File: config.mk
export PLATFORM = sky130hd
export DESIGN_NAME = pc_gen_btb
export DESIGN_NICKNAME = d
export VERILOG_FILES = /design/src/rtl/pc_gen_btb.sv
export SDC_FILE = /design/constraint.sdc
export NUM_CORES = 2
export LEC_CHECK = 0
export BUFFER_PORTS_ARGS = -buffer_cell sky130_fd_sc_hd__buf_2
export CAP_MARGIN = 15
export CORE_ASPECT_RATIO = 0.9
export CORE_MARGIN = 8
export CORE_UTILIZATION = 40
export CTS_BUF_LIST = sky130_fd_sc_hd__clkbuf_8
export CTS_CLUSTER_DIAMETER = 50
export DETAILED_ROUTE_END_ITERATION = 8
export HOLD_SLACK_MARGIN = 0.08
export PLACE_DENSITY_LB_ADDON = 0.3
export SLEW_MARGIN = 20
export SYNTH_ARGS = -nofsm -noshare
export SYNTH_HDL_FRONTEND = slang
export SYNTH_SLANG_ARGS = --single-unit
File: constraint.sdc
create_clock -name clk -period 17.14 [get_ports clk]
set_input_delay 1.714 -clock clk [delete_from_list [all_inputs] [get_ports clk]]
set_output_delay 1.714 -clock clk [all_outputs]
set_load 0.02 [all_outputs]
File: src/rtl/pc_gen_btb.sv
// Fetch-stage next-PC generator: stall handshake, EX/ID redirects and a
// direct-mapped BTB with 2-bit saturating direction counters.
module pc_gen_btb #(
   parameter int unsigned     XLEN        = 64,
   parameter logic [XLEN-1:0] RESET_PC    = 'h8000_0000,
   parameter int unsigned     BTB_ENTRIES = 16,
   parameter int unsigned     INST_BYTES  = 4
) (
   input  logic            clk,
   input  logic            rst,
   input  logic            fetch_ready,
   output logic            pc_valid,
   output logic [XLEN-1:0] curr_pc,
   output logic            pred_taken,
   input  logic            ex_redirect,
   input  logic [XLEN-1:0] ex_target,
   input  logic            id_redirect,
   input  logic [XLEN-1:0] id_target,
   input  logic            upd_valid,
   input  logic [XLEN-1:0] upd_pc,
   input  logic            upd_taken,
   input  logic [XLEN-1:0] upd_target
);

   localparam int unsigned IDX  = $clog2(BTB_ENTRIES);
   localparam int unsigned TAGW = XLEN - IDX - 2;

   logic [XLEN-1:0] r_pc;
   logic            r_pc_valid;
   logic [XLEN-1:0] w_pc_next;

   logic [BTB_ENTRIES-1:0] w_ent_valid;
   logic [TAGW-1:0]        w_ent_tag    [BTB_ENTRIES];
   logic [XLEN-1:0]        w_ent_target [BTB_ENTRIES];
   logic [1:0]             w_ent_ctr    [BTB_ENTRIES];

   logic [IDX-1:0]  w_lk_idx;
   logic [TAGW-1:0] w_lk_tag;
   logic [IDX-1:0]  w_up_idx;
   logic [TAGW-1:0] w_up_tag;
   logic            w_lk_hit;
   logic            w_pred_taken;
   logic            w_unused_upd_lsbs;

   assign w_lk_idx = r_pc[IDX+1:2];
   assign w_lk_tag = r_pc[XLEN-1:IDX+2];
   assign w_up_idx = upd_pc[IDX+1:2];
   assign w_up_tag = upd_pc[XLEN-1:IDX+2];

   // Instruction alignment bits never reach the BTB.
   assign w_unused_upd_lsbs = ^upd_pc[1:0];

   genvar gi;
   generate
      for (gi = 0; gi < BTB_ENTRIES; gi++) begin : g_entry
         logic            r_valid;
         logic [TAGW-1:0] r_tag;
         logic [XLEN-1:0] r_target;
         logic [1:0]      r_ctr;
         logic            w_sel;
         logic            w_hit;

         assign w_sel = upd_valid && (w_up_idx == IDX'(gi));
         assign w_hit = r_valid && (r_tag == w_up_tag);

         always_ff @(posedge clk) begin
            if (rst) begin
               r_valid <= 1'b0;
            end else if (w_sel) begin
               if (w_hit) begin
                  if (upd_taken) begin
                     r_ctr    <= (r_ctr == 2'b11) ? 2'b11 : r_ctr + 2'd1;
                     r_target <= upd_target;
                  end else begin
                     r_ctr <= (r_ctr == 2'b00) ? 2'b00 : r_ctr - 2'd1;
                  end
               end else if (upd_taken) begin
                  // Allocate over whatever lived here, weakly taken.
                  r_valid  <= 1'b1;
                  r_tag    <= w_up_tag;
                  r_target <= upd_target;
                  r_ctr    <= 2'b10;
               end
            end
         end

         assign w_ent_valid[gi]  = r_valid;
         assign w_ent_tag[gi]    = r_tag;
         assign w_ent_target[gi] = r_target;
         assign w_ent_ctr[gi]    = r_ctr;
      end
   endgenerate

   // Lookup sees pre-update contents; a same-cycle write lands on the edge.
   assign w_lk_hit     = w_ent_valid[w_lk_idx] && (w_ent_tag[w_lk_idx] == w_lk_tag);
   assign w_pred_taken = r_pc_valid && w_lk_hit && w_ent_ctr[w_lk_idx][1];

   always_comb begin
      w_pc_next = r_pc;
      if (r_pc_valid) begin
         if (ex_redirect) begin
            w_pc_next = ex_target;
         end else if (id_redirect) begin
            w_pc_next = id_target;
         end else if (!fetch_ready) begin
            w_pc_next = r_pc;
         end else if (w_pred_taken) begin
            w_pc_next = w_ent_target[w_lk_idx];
         end else begin
            w_pc_next = r_pc + XLEN'(INST_BYTES);
         end
      end
   end

   always_ff @(posedge clk) begin
      if (rst) begin
         r_pc       <= RESET_PC;
         r_pc_valid <= 1'b0;
      end else begin
         r_pc       <= w_pc_next;
         r_pc_valid <= 1'b1;
      end
   end

   assign pc_valid   = r_pc_valid;
   assign curr_pc    = r_pc;
   assign pred_taken = w_pred_taken;

endmodule
==> impl_metrics.py <==
metrics = {
    "outcome": {
        "status": "finished clean",
    },
    "power": {
        "finalPower_mw": 11.2,
        "vdd_drop_max_uv": 78.7,
        "pwr_density_cell_nw_per_um2": 106,
        "leakagePower_nw": 34.3,
    },
    "drt": {
        "ant_nets": 0,
        "drt_iter0_markers": 9899,
        "vias": 60922,
        "drc": 0,
        "dr.pass1.iters": 8,
        "drt-wirelength-per-cell_um": 41.0,
        "wl_um": 389000,
        "vias_per_cell": 6.42,
    },
    "cells_and_area": {
        "area_growth_pct": 13.2,
        "nNetsFinal": 6401,
        "drive_gt1_frac": 0.250,
        "fin_cells": 9492,
        "postLayoutCellArea_um2": 106000,
        "fin_util": 0.455,
    },
    "critical_path": {
        "worstSetupStartpointType": "register",
        "end_kind": "primary output",
        "critical_path_class": "reg2out",
        "required_ns": 15.43,
        "critPathMaxFanout": 99,
        "arrival_ns": 7.47,
    },
    "flow_run": {
        "drv_cap": 0,
    },
    "sta": {
        "tns_ns": 0,
        "finalSetupViolCount": 0,
        "clock_skew_ns": 0.126,
        "slew_viol_final": 0,
        "holdWs_ns": 0.514,
        "post-route-min-period_ns": 9.18,
        "fmax_ghz": 0.109,
        "worstMarginPinSlew_ns": 1.42,
        "max_slew_margin": 0.0548,
        "rsz0062_at_grt": "no",
        "period_share": 0.536,
        "setup_ws_ns": 7.96,
        "hold_viol_final": 0,
    },
    "synth": {
        "synthTopCellsByCount": "1,984 x edfxtp_1, 516 x mux4_2, 425 x xnor2_1",
        "syn_inst": 5603,
        "ys_types": 85,
        "synth_area_leaders": "edfxtp_1 64%, mux4_2 12%, xnor2_1 4.0%",
        "ys_warn_count": 0,
        "synth_top_area_frac": 0.637,
        "synth_flop_cell": "edfxtp_1",
        "postSynthAreaPerCell_um2": 16.7,
        "yosysTopAreaCell": "edfxtp_1",
        "syn_nets": 5867,
        "ys_ff_latch": 2065,
        "syn_area_um2": 93600,
        "synth_enable_flop_cells": 1984,
        "synth.most_common_cell": "edfxtp_1",
        "seq_area_frac_synth": 0.654,
        "async_flop_share": 0,
    },
    "grt": {
        "grt_usage": 0.301,
        "grt_pass1_wl_um": 514000,
        "grt_max_degree": 100,
        "overflow": 0,
        "grt_pass1_vias": 58106,
        "antenna_found_initial": 54,
    },
    "place": {
        "gp_congestion": 1.10,
        "dp.cells": 8833,
        "dpl_cell_area_um2": 99400,
        "port_buffers": 326,
        "dp_slack_ns": 9.28,
        "hpwl_um": 278000,
    },
    "cts": {
        "clockBufferDepth": 4,
        "cts.sinks": 2065,
        "clock_latency_ns": 1.11,
        "cts-root-buf": "clkbuf_8",
        "cts_hold_buf": 0,
        "cts_tree": "yes",
        "cts_resized": 0,
        "numCtsBuffers": 360,
        "htreeDepth": 5,
        "post-cts-setup-buffer-count": 0,
        "clkTransAtPathRegs_ns": 0.06,
    },
    "die": {
        "num_rows": 168,
        "die_area_um2": 250000,
        "start_util": 0.402,
        "io_pins": 329,
        "die_y_um": 475,
        "core_area_um2": 233000,
        "die_w_um": 526,
    },
    "worst_hold_path": {
        "hp-class": "reg2reg",
    },
}
==> flip-flops by register name, indices dropped and copies added, names as in the netlist <==
name / cells
g_entry.r_ctr: 32
g_entry.r_tag: 928
pc_valid: 1
curr_pc: 64
g_entry.r_target: 1024
g_entry.r_valid: 16
==> critical path, cell delays in order, from the launching register on <==
cell and delay, ns:
dfxtp_4 0.74, buf_4 0.73, buf_4 0.56, buf_12 0.58, mux4_2 0.52, a221oi_2 1.01, xor2_1 0.40, o211ai_1 0.22
or4_1 0.44, nor4_1 0.24, nand2_1 0.13, nor4_2 0.14, buf_4 0.23, buf_2 0.20
==> cell usage in the layout (no fill, tap or decap), types with 16 or more instances in the layout <==
cell type,count
and3_1,24
nand4_1,152
xnor2_1,425
a22o_1,28
dfxtp_1,77
o21bai_1,25
a21oi_1,51
a2bb2oi_1,22
o22ai_1,103
nor3_1,42
clkinv_2,30
mux2i_1,134
nor4_1,142
a221oi_1,61
clkbuf_8,387
a22oi_1,21
clkinv_1,74
buf_4,205
o221ai_1,53
o2bb2ai_1,24
edfxtp_1,1984
xor2_1,424
diode_2,29
buf_2,326
nand3_1,66
nand2_1,126
nor2b_1,17
a21o_1,19
a31oi_1,17
mux2_2,38
and2_1,24
o21ai_0,142
nor2_4,19
maj3_1,16
nor2_1,83
inv_1,253
mux4_2,516
==> path summary, 6_finish.rpt <==
| kind | end | cells past startpoint | slack, ns | startpoint |
|---|---|---|---|---|
| setup / recovery | pred_taken | 13 | 7.96 | curr_pc[4] |
| hold reg to reg | curr_pc[0] | 1 | 0.51 | curr_pc[0] |
| hold / removal | curr_pc[0] | 1 | 0.51 | curr_pc[0] |
| setup reg to reg | curr_pc[9] | 14 | 9.43 | curr_pc[4] |
==> cell type report <==
class | count | area (µm²)
Multi-Input combinational cell | 3033 | 30600
Fill cell | 20297 | 127000
Clock buffer | 387 | 5330
Timing Repair Buffer | 534 | 3230
Antenna cell | 29 | 72.6
Tap cell | 3060 | 3830
Clock inverter | 241 | 1150
Sequential cell | 2065 | 61200
Inverter | 143 | 552
==> cells by family after synthesis <==
group / synth area share
adders and majority gates: 0.00184
buffers and inverters: 0.0225
xor gates and xnor gates: 0.0794
AOI/OAI and AO/OA: 0.0512
DFF: 0.654
and+or+nand+nor: 0.0472
muxes: 0.144
==> power by group <==
part	leakage, nW	total (mW)	internal (mW)	switching [mW]
combinational	12.0	1.35	0.450	0.898
clock	3.77	4.21	2.15	2.07
sequential	18.5	5.66	5.58	0.0853
==> layer usage <==
metal | global-route usage | share of wire | vias to the layer above
met2 | 0.439 | 0.43 | 4657
li1 | - | - | 23657
met5 | 0 | 0.00041 | -
met3 | 0.0969 | 0.13 | 910
met4 | 0.168 | 0.068 | 26
met1 | 0.399 | 0.38 | 31672
No activity file was read; power rests on OpenSTA's default activity.
